===== config.mk =====
export PLATFORM = sky130hd
export DESIGN_NAME = io_bus_sequencer
export DESIGN_NICKNAME = d
export VERILOG_FILES = /design/src/rtl/io_bus_pkg.sv /design/src/rtl/rr_arbiter2.sv /design/src/rtl/io_bus_sequencer.sv
export SDC_FILE = /design/constraint.sdc
export NUM_CORES = 1
export LEC_CHECK = 0
export CORE_MARGIN = 5
export CORE_UTILIZATION = 60
export DETAILED_ROUTE_END_ITERATION = 10
export DONT_BUFFER_PORTS = 1
export MAX_ROUTING_LAYER = met4
export PLACE_DENSITY = 0.76
export SYNTH_ARGS = -nofsm -noshare
export SYNTH_HDL_FRONTEND = slang
export SYNTH_SLANG_ARGS = --single-unit

===== constraint.sdc =====
create_clock -name clk -period 1.8 [get_ports clk]
set_clock_uncertainty 0.05 [all_clocks]
set_input_delay 0.18 -clock clk [delete_from_list [all_inputs] [get_ports clk]]
set_output_delay 0.18 -clock clk [all_outputs]
set_load 0.1 [all_outputs]

===== src/rtl/io_bus_pkg.sv =====
// Shared types and constants for the IO bus sequencer: bus-cycle states,
// default bus widths and the device address window.
package io_bus_pkg;

  localparam int DEFAULT_DATA_WIDTH    = 8;
  localparam int DEFAULT_ADDRESS_WIDTH = 16;

  // Address window decoded by the attached IO device.
  localparam logic [15:0] IO_WINDOW_BASE  = 16'h0000;
  localparam logic [15:0] IO_WINDOW_LIMIT = 16'hFFFF;

  typedef enum logic [2:0] {
    IDLE,
    T1,
    T2,
    T3,
    T4
  } state_t;

  function automatic logic in_io_window(input logic [15:0] addr);
    return (addr >= IO_WINDOW_BASE) && (addr <= IO_WINDOW_LIMIT);
  endfunction

endpackage


===== src/rtl/rr_arbiter2.sv =====
// Two-requester round-robin arbiter; the grant is combinational and the
// priority pointer moves away from the winner whenever advance is pulsed.
module rr_arbiter2 (
  input  logic       clk,
  input  logic       rst,
  input  logic [1:0] req,
  input  logic       advance,
  output logic [1:0] grant
);

  // Index of the requester that wins the next tie.
  logic prio;

  always_comb begin
    grant = 2'b00;
    if (req == 2'b11)
      grant = prio ? 2'b10 : 2'b01;
    else
      grant = req;
  end

  always_ff @(posedge clk) begin
    if (rst)
      prio <= 1'b0;
    else if (advance && (grant != 2'b00))
      prio <= grant[0];
  end

endmodule


===== src/rtl/io_bus_sequencer.sv =====
// Arbitrates two requesters onto a T1-T4 strobed IO bus cycle with
// io_ready wait states, timeout abort and registered completion pulses.
module io_bus_sequencer
  import io_bus_pkg::*;
#(
  parameter int DATA_WIDTH     = DEFAULT_DATA_WIDTH,
  parameter int ADDRESS_WIDTH  = DEFAULT_ADDRESS_WIDTH,
  parameter int TIMEOUT_CYCLES = 15
) (
  input  logic                          clk,
  input  logic                          rst,
  input  logic [1:0]                    req,
  input  logic [1:0]                    req_wr,
  input  logic [1:0][ADDRESS_WIDTH-1:0] req_addr,
  input  logic [1:0][DATA_WIDTH-1:0]    req_wdata,
  output logic [1:0]                    done,
  output logic                          err,
  output logic [DATA_WIDTH-1:0]         rdata,
  output logic [ADDRESS_WIDTH-1:0]      io_addr,
  output logic [DATA_WIDTH-1:0]         io_wdata,
  input  logic [DATA_WIDTH-1:0]         io_rdata,
  output logic                          rd_n,
  output logic                          wr_n,
  input  logic                          io_ready
);

  localparam int WAIT_W = $clog2(TIMEOUT_CYCLES + 1);

  state_t            state;
  logic [1:0]        grant;
  logic              advance;
  logic              sel;
  logic              cur_wr;
  logic [WAIT_W-1:0] wait_cnt;

  assign advance = (state == IDLE) && (grant != 2'b00);

  rr_arbiter2 u_arb (
    .clk     (clk),
    .rst     (rst),
    .req     (req),
    .advance (advance),
    .grant   (grant)
  );

  always_ff @(posedge clk) begin
    if (rst) begin
      state    <= IDLE;
      sel      <= 1'b0;
      cur_wr   <= 1'b0;
      wait_cnt <= '0;
      rd_n     <= 1'b1;
      wr_n     <= 1'b1;
      done     <= 2'b00;
      err      <= 1'b0;
      rdata    <= '0;
      io_addr  <= '0;
      io_wdata <= '0;
    end else begin
      case (state)
        IDLE: begin
          done <= 2'b00;
          err  <= 1'b0;
          if (advance) begin
            state    <= T1;
            sel      <= grant[1];
            cur_wr   <= req_wr[grant[1]];
            io_addr  <= req_addr[grant[1]];
            io_wdata <= req_wdata[grant[1]];
          end
        end
        T1: begin
          state <= T2;
          rd_n  <= 1'b0;
          // The device decodes a write as both strobes low together.
          wr_n  <= ~cur_wr;
        end
        T2: begin
          state    <= T3;
          wait_cnt <= '0;
        end
        T3: begin
          if (io_ready) begin
            state <= T4;
            rd_n  <= 1'b1;
            wr_n  <= 1'b1;
            done  <= sel ? 2'b10 : 2'b01;
            err   <= 1'b0;
            if (!cur_wr)
              rdata <= io_rdata;
          end else begin
            wait_cnt <= wait_cnt + WAIT_W'(1);
            // This wait cycle is the last one allowed: abort with err.
            if (wait_cnt == WAIT_W'(TIMEOUT_CYCLES - 1)) begin
              state <= T4;
              rd_n  <= 1'b1;
              wr_n  <= 1'b1;
              done  <= sel ? 2'b10 : 2'b01;
              err   <= 1'b1;
            end
          end
        end
        T4: begin
          state    <= IDLE;
          done     <= 2'b00;
          err      <= 1'b0;
          io_addr  <= '0;
          io_wdata <= '0;
        end
        default: state <= IDLE;
      endcase
    end
  end

endmodule


; Word-level counts from Yosys, hierarchy flattened
; Cells that the tools add are included.
; Widths: inputs -> output; s select.
[word_totals]
out_inout_bits = 37
register_bits = 47
word_cells = 68
input_bits = 63
[classes]
n_reduce_logical = 16
order_cmp = 1
eq_ne = 9
n_bitwise = 1
add_sub_neg = 1
n_mux = 28
[op_table]
columns = operator, n
row1 = $mux 16, 3
row2 = $pmux 16 s2, 1
row3 = $mux 8, 3
row4 = $pmux 8 s2, 1
row5 = $pmux 3 s4, 1
row6 = $reduce_and 2->1, 6
row7 = $mux 2, 5
row8 = $reduce_bool 2->1, 5
row9 = $mux 3, 3
row10 = $pmux 4 s2, 1
row11 = $eq 3x2->1 const B, 2
row12 = $pmux 1 s2, 3
row13 = $mux 1, 5
row14 = $add 4x1->4 const B, 1
row15 = $eq 4x4->1 const B, 1
row16 = $mux 4, 1
row17 = $pmux 2 s2, 1
row18 = $eq 3x1->1 const B, 1
row19 = $eq 3x3->1 const B, 1
row20 = $logic_not 3->1, 1
row21 = $ne 3x3->1 const B, 1
row22 = $reduce_and 3->1, 1
row23 = $eq 2x2->1 const B, 1
row24 = $logic_and 1x1->1, 2
row25 = 5 further kinds, 5

; Depth between registers and ports, before layout
; Gate-level depths: netlist of run 1.
[logic_depth]
ltp_word = 6
mapped_depth = 6
mapped_depth_nobuf = 6

; Modules after synthesis
; A second synthesis of run 1 with hierarchy kept.
[unflattened]
hier_cells = 246
hier_area_um2 = 2349.8
[by_module_without_submodules]
columns = mod, area_each_um2, cells_per_inst, instances, seq_area_each_um2
row1 = io_bus_sequencer, 2284.7, 239, 1, 920.9
row2 = rr_arbiter2, 65.1, 7, 1, 20.0

; Worst setup path after synthesis of run 1
; Ideal clock, no wire load.
[synth_path]
path_kind = flip-flop to flip-flop
from = reg, netlist name err
to = reg err
path_buffers = 0
setup_ps = 103
required_ps = 1647
t_arrival_ps = 1379
path_slack_ps = 267
period_less_slack_ps = 1533
stages_incl_launch_ff = 3
cell_sequence = dfxtp_1 -> a41oi_1 -> a2111oi_2
[synth_lines]
columns = item, line
row1 = to (signal assigned), io_bus_sequencer.sv:55  ; err <= 1'b0;
row2 = to (signal assigned), io_bus_sequencer.sv:63  ; err <= 1'b0;
row3 = to (signal assigned), io_bus_sequencer.sv:88  ; err <= 1'b0;
row4 = to (decl), io_bus_sequencer.sv:17  ; output logic err,

; Final worst setup path of run 1
[layout_path]
from = reg state[0]
to = reg io_addr[14]
[layout_via]
elab_chain_cells = 4
elab_cells_between_ends = 7
cone_classes = eq/ne (2) / mux (1) / reduce/logical (4)
[layout_lines]
columns = item, line
row1 = from (decl), io_bus_sequencer.sv:29  ; state_t state;
row2 = from (signal assigned), io_bus_sequencer.sv:48  ; state <= IDLE;
row3 = from (signal assigned), io_bus_sequencer.sv:65  ; state <= T1;
row4 = from (signal assigned), io_bus_sequencer.sv:73  ; state <= T2;
row5 = $logic_not 3->1, "io_bus_sequencer.sv:36, io_bus_sequencer.sv:60"
row6 = $logic_and 1x1->1, io_bus_sequencer.sv:36  ; assign advance = (state == IDLE) && (grant != 2'b00);
row7 = $ne 2x1->1 (no source line), n/a
row8 = $reduce_and 2->1 (no source line), n/a
row9 = to (signal assigned), io_bus_sequencer.sv:68  ; io_addr <= req_addr[grant[1]];
row10 = to (decl), io_bus_sequencer.sv:19  ; output logic [ADDRESS_WIDTH-1:0] io_addr,
; Several ways; a longest one is shown, not always the timed one.
; A chain may end at the register's enable or synchronous reset.

==> reports/metrics.yaml, run 1 <==
cp_max_fo: 24
critPathSlowestCell: "nor2_2"
power_density_nw_per_um2: 953
fin_crit_sh_pct: 96.8
place_congestion: 0.856
path_class: "reg -> reg"
cp.required_ns: 2.02
dr.first_iter.drc_count: 423
final_common_cell: "buf_4"
wl_per_cell_um: 26.3
crit_cells: 4
die-area_um2: 4660
drt-vias-per-instance: 6.72
yosysSeqAreaShare_pct: 46.1
cts_max_level: 2
relSlewSlack_pct: 36.7
antenna_found_initial: 0
yosys_warnings: 0
start_util_pct: 61.6
p_sw_share_pct: 41.0
cts-root-buf: "clkbuf_4"
violations: "hold timing"
rsz0062_at_grt: "false"
dp_cells: 287
maxSlewViolCount: 0
nets: 375
place.port_buffers: 0
whs_path_depth: 2
arrival_ns: 1.96
grt_usage_pct: 35.6
first_pass_iters: 6
cts_tree: "yes"
hpwl_um: 3440
die_h_um: 68.3
max_freq_mhz: 574
final_cell_mix: "buf_4, dfxtp_1, dlygate4sd3_1, mux2i_1, nand2_1"
path_cells: "nor2_2 > nand3b_1 > buf_4 > o21ai_0"
worst_pin_slew_ns: 0.949
p_switching_uw: 1200
fin_cells: 356
clk_latency_ns: 0.36
yosys.cell_types.count: 36
core_um2: 3310
avgSynthCellArea_um2: 9.49
grt_start_max_net_pins: 27
multi_input_area_um2: 1020
leakage_uw: 0.00148
critPathCaptureType: "register"
power.share.clock_pct: 21.9
finalHoldViolCount: 3
seqPwrFrac_pct: 40.5
synth_top_area_share_pct: 46.1
gr-total-overflow: 0
fill_cells: 111
startpoint_type: "register"
hold_class: "in -> reg"
cts_sinks: 47
combPwrFrac_pct: 37.6
syn2layout_area_growth_pct: 51.0
cpPeakStageDelay_ns: 0.45
worstRegToRegCells: 4
grt_pass1_wl_um: 11600
critPathTopFamily: "simple AND/OR/NAND/NOR gates"
vias: 2394
grt_pass1_vias: 2248
diodes: 0
boundaryPins: 100
status: "complete, but fails checks"
crit_buf_inv: 1
die_x_um: 68.3
drive_gt1_share_pct: 23.9
row_count: 21
hold-worst-slack_ns: -0.0177
cts_buffer_depth: 2
setup_viol: 0
regArea_um2: 947
timing.max_cap.violations: 0
internal_power_uw: 1730
syn_inst: 215
min_period_ns: 1.74
drt-total-wl_um: 9380
syn-num-nets: 280
cts_made_buffers: 5
drtAntennaViolNets: 0
drc_errors: 0
path_clk_slew_ns: 0.15
syn_area_um2: 2040
fin_tns_setup_ns: 0
max-vdd-ir-drop_v: 0.000750
ys_ff_latch: 47
synth.area.top_cells: "dfxtp_1, mux2i_1, o21ai_0"
synth.largest_area_cell: "dfxtp_1"
==> per-layer routing <==
metal,wire (um),global-route usage (%)
met3,1110,9.52
met1,3180,39.4
met5,0,-
met4,841,17.1
met2,4250,59.1
==> Yosys cell counts (all sizes together) <==
| cell | number |
|---|---|
| o211ai | 1 |
| a41oi | 1 |
| nand2b | 2 |
| buf | 9 |
| nor2b | 1 |
| or3b | 1 |
| nor3 | 9 |
| nor2 | 19 |
| inv | 3 |
| o22ai | 1 |
| dfxtp | 47 |
| a211oi | 1 |
| a21oi | 8 |
| a21o | 2 |
| mux2 | 1 |
| a22oi | 1 |
| and3b | 1 |
| o21ai | 26 |
| mux2i | 34 |
| a311oi | 1 |
| nand4b | 1 |
| clkbuf | 5 |
| a31o | 1 |
| nand3b | 2 |
| nor3b | 2 |
| ha | 2 |
| nand2 | 28 |
| a2111oi | 1 |
| a31oi | 2 |
| or3 | 2 |
==> worst reg2reg max path, delay by kind of cell (launching register included) <==
kind | cells | cell delay [ns]
simple gates | 2 | 0.63
flops | 1 | 0.43
compound gates | 1 | 0.30
buf+inv | 1 | 0.25
==> cells by family after synthesis <==
logic type                 count (synthesis)  synth area share (%)
adders and majority gates                  2                  1.23
muxes                                     35                  17.2
and+or+nand+nor                           68                  16.1
DFF                                       47                  46.1
buffers and inverters                     17                  5.64
AOI/OAI and AO/OA                         46                  13.7
==> registers in the layout, summed over array words and instances, names as in the netlist, 2 cells and up <==
name	flops
done	2
io_addr	16
io_wdata	8
rdata	8
state	3
wait_cnt	4
==> worst paths after layout <==
check	startpoint	slack [ns]	endpoint
worst max register to register	state[0]$_SDFFE_PP0P_	0.06	io_addr[14]$_SDFFE_PP0P_
worst min register to register	rd_n$_SDFFE_PP1P_	0.43	rd_n$_SDFFE_PP1P_
worst max-delay path	state[0]$_SDFFE_PP0P_	0.06	io_addr[14]$_SDFFE_PP0P_
worst min-delay path	req_addr[1]	-0.02	io_addr[1]$_SDFFE_PP0P_
==> timing repair <==
action	in CTS	in global routing
setup endpoints to repair	0	28
hold endpoints to repair	46	2
hold buffers	58	1
resized for setup	0	27
setup buffers	0	9
==> area by class of cell <==
class	instances	share of cell area [%]
Clock buffer	5	1.22
Clock inverter	2	1.22
Inverter	3	0.366
Multi-Input combinational cell	152	33.1
Sequential cell	47	30.7
Tap cell	46	1.87
Timing Repair Buffer	101	31.4
==> power by group through the flow <==
stage / Sequential (uW) / Clock, uW / Combinational (uW)
floorplan: 1660 / 0 / 233
global placement: 1180 / 0 / 828
detailed placement: 1190 / 0 / 843
CTS: 1170 / 620 / 976
global route: 1190 / 682 / 1130
finish: 1190 / 643 / 1100
==> per-stage QoR <==
stage	power, uW	setup slack [ns]	util, %	hold slack [ns]	instance area, um2
CTS	2760	0.0472	89.8	0.00460	2970
floorplan	1890	0.267	-	0.206	2040
detailed placement	2030	0.135	70.0	0.207	2320
global route	3000	0.00897	93.0	-0.0171	3080
finish	2940	0.0575	93.0	-0.0177	3080
global placement	2010	0.239	70.0	0.204	2320
(Power assumes the default switching activity.)
==> run 2: changes to the inputs <==
--- a/config.mk
+++ b/config.mk
@@ -7,10 +7,12 @@
 export LEC_CHECK = 0
 export CORE_MARGIN = 5
 export CORE_UTILIZATION = 60
+export CTS_CLUSTER_DIAMETER = 120
 export DETAILED_ROUTE_END_ITERATION = 10
 export DONT_BUFFER_PORTS = 1
 export MAX_ROUTING_LAYER = met4
 export PLACE_DENSITY = 0.76
+export SKIP_CTS_REPAIR_TIMING = 1
 export SYNTH_ARGS = -nofsm -noshare
 export SYNTH_HDL_FRONTEND = slang
 export SYNTH_SLANG_ARGS = --single-unit
==> constraint.sdc (replaced) <==
create_clock -name clk -period 1.75 [get_ports clk]
set_clock_uncertainty 0.05 [all_clocks]
set_input_delay 0.175 -clock clk [delete_from_list [all_inputs] [get_ports clk]]
set_output_delay 0.175 -clock clk [all_outputs]
set_load 0.1 [all_outputs]
==> reports/metrics.yaml, run 2 (synthesis results as in run 1) <==
dpl_cell_area_um2: 2320  # unchanged
clk_latency_ns: 0.36  # about the same
place_congestion: 0.855  # about the same
maxSlewViolCount: 0  # unchanged
grt_pass1_vias: 1631  # -27%
max_freq_mhz: 564  # -1.8%
cts_max_level: 2  # unchanged
finalHoldViolCount: 3  # unchanged
combPwrFrac_pct: 36.2  # -1.4 points
die_x_um: 68.3  # unchanged
wl_per_cell_um: 19.8  # -25%
first_pass_iters: 5  # -1
timing.max_cap.violations: 0  # unchanged
syn2layout_area_growth_pct: 42.7
cts-root-buf: "clkbuf_4"
seqPwrFrac_pct: 43.4  # +2.9 points
critPathTopFamily: "compound AO/OA/AOI/OAI gates"
row_count: 21  # unchanged
worst_pin_slew_ns: 0.916  # -0.0333 ns
gr-total-overflow: 0  # unchanged
cpPeakStageDelay_ns: 0.51  # +0.06 ns
core_um2: 3310  # unchanged
hold_class: "in -> reg"
violations: "hold timing, setup timing"
drtAntennaViolNets: 0  # unchanged
hpwl_um: 3670  # +6.7%
cts_made_buffers: 5  # unchanged
r2r_end: "io_addr[3]$_SDFFE_PP0P_"
fin_cells: 347  # -2.5%
cts_sinks: 47  # unchanged
grt_usage_pct: 22.1  # -13 points
path_cells: "or3_4 > a21oi_2 > nand2_1 > o21ai_0"
crit_buf_inv: 0  # -1
drt-vias-per-instance: 5.93  # -12%
path_class: "reg -> reg"
diodes: 0  # unchanged
cts_buffer_depth: 2  # unchanged
final_cell_mix: "dlygate4sd3_1, dfxtp_1, buf_4, mux2i_1, nand2_1"
drive_gt1_share_pct: 19.9  # -3.9 points
startpoint_type: "register"
hold-worst-slack_ns: -0.0498  # -0.0321 ns
p_sw_share_pct: 40.5  # -0.47 points
die_h_um: 68.3  # unchanged
internal_power_uw: 1660  # -4.1%
arrival_ns: 2.01  # +0.05 ns
worst_slack_ns: -0.0245  # -0.0820 ns
critPathSlowestCell: "a21oi_2"
dr.first_iter.drc_count: 286  # -32%
start_util_pct: 61.6  # unchanged
largest_register_ff_count: 16  # unchanged
grt_start_max_net_pins: 27  # unchanged
hp-start: "req_addr[17]"
grt_pass1_wl_um: 7360  # -37%
power.share.clock_pct: 20.5  # -1.4 points
nets: 365  # -2.7%
antenna_found_initial: 0  # unchanged
largest_register: "io_addr"
post-route-util_pct: 87.9  # -5.1 points
dp_cells: 287  # unchanged
leakage_uw: 0.00129  # -13%
fill_cells: 159  # +43%
place.port_buffers: 0  # unchanged
worstRegToRegCells: 4  # unchanged
relSlewSlack_pct: 38.8  # +2.0 points
cp.required_ns: 1.99  # -0.03 ns
timing.rr.start: "state[2]$_SDFFE_PP0P_"
crit_cells: 4  # unchanged
path_clk_slew_ns: 0.13  # -0.02 ns
die-area_um2: 4660  # unchanged
min_period_ns: 1.77  # +0.0320 ns
min_to: "io_addr[1]$_SDFFE_PP0P_"
setup_viol: 1  # +1
boundaryPins: 100  # unchanged
r2r_slack_ns: -0.02  # -0.08 ns
drc_errors: 0  # unchanged
p_switching_uw: 1130  # -5.9%
final_common_cell: "dlygate4sd3_1"
max-vdd-ir-drop_v: 0.000725  # -3.4%
critPathCaptureType: "register"
vias: 2058  # -14%
whs_path_depth: 2  # unchanged
drt-total-wl_um: 6870  # -27%
fin_crit_sh_pct: 101  # +4.6 points
cp_max_fo: 12  # -50%
largestRegisters: "io_addr x16, io_wdata x8, rdata x8"
power_density_nw_per_um2: 960  # +0.73%
postLayoutCellArea_um2: 2910  # -5.5%
cts_tree: "yes"
status: "complete, but fails checks"
## run 2: per-layer routing
metal	share of wire, %	global-route usage, %	vias to the layer above
met2	52	41.0	150
met3	11	7.06	30
met1	34	21.8	954
li1	-	-	924
met5	0	-	-
met4	3.3	6.95	0
## run 2: stage by stage
stage / setup WS [ns] / hold slack (ns) / total power, uW / setup TNS (ns)
2_1_floorplan: 0.217 / 0.201 / 1950 / 0
3_3_place_gp: 0.187 / 0.199 / 2070 / 0
3_5_place_dp: 0.0768 / 0.202 / 2090 / 0
4_1_cts: 0.0462 / -0.193 / 2650 / 0
5_1_grt: -0.0839 / -0.0533 / 2890 / -0.411
6_report: -0.0245 / -0.0498 / 2790 / -0.0245
## run 2: worst max-delay path by stage
stage	startpoint	endpoint	slack, ns
finish	state[2]$_SDFFE_PP0P_	io_addr[3]$_SDFFE_PP0P_	-0.02
global route	state[2]$_SDFFE_PP0P_	io_addr[3]$_SDFFE_PP0P_	-0.08
CTS	state[0]$_SDFFE_PP0P_	io_addr[10]$_SDFFE_PP0P_	0.05
detailed placement	state[0]$_SDFFE_PP0P_	io_addr[10]$_SDFFE_PP0P_	0.08
global placement	state[0]$_SDFFE_PP0P_	rdata[1]$_SDFFE_PP0P_	0.19
floorplan	err$_SDFFE_PP0P_	err$_SDFFE_PP0P_	0.22
## run 2: cell type report
class                   count  area [um2]  share of cell area [%]
multi-input cells         152        1010                    34.6
flip-flops and latches     47         943                    32.4
repair buffers             91         823                    28.3
clock buffers               8        68.8                    2.36
well taps                  46        57.6                    1.98
inverters                   3        11.3                   0.387
## run 2: worst register-to-register path, cell delays in order, from the launching register on
cell and delay (ns):
dfxtp_1 0.41, or3_4 0.45, a21oi_2 0.51, nand2_1 0.15, o21ai_0 0.13
## run 2: power by group through the flow
stage                     registers [uW]  logic, uW  clock network [uW]
after floorplan                     1710        239                   0
after global placement              1220        851                   0
after detailed placement            1220        870                   0
after CTS                           1200        870                 577
after global routing                1220       1050                 623
final                               1210       1010                 572
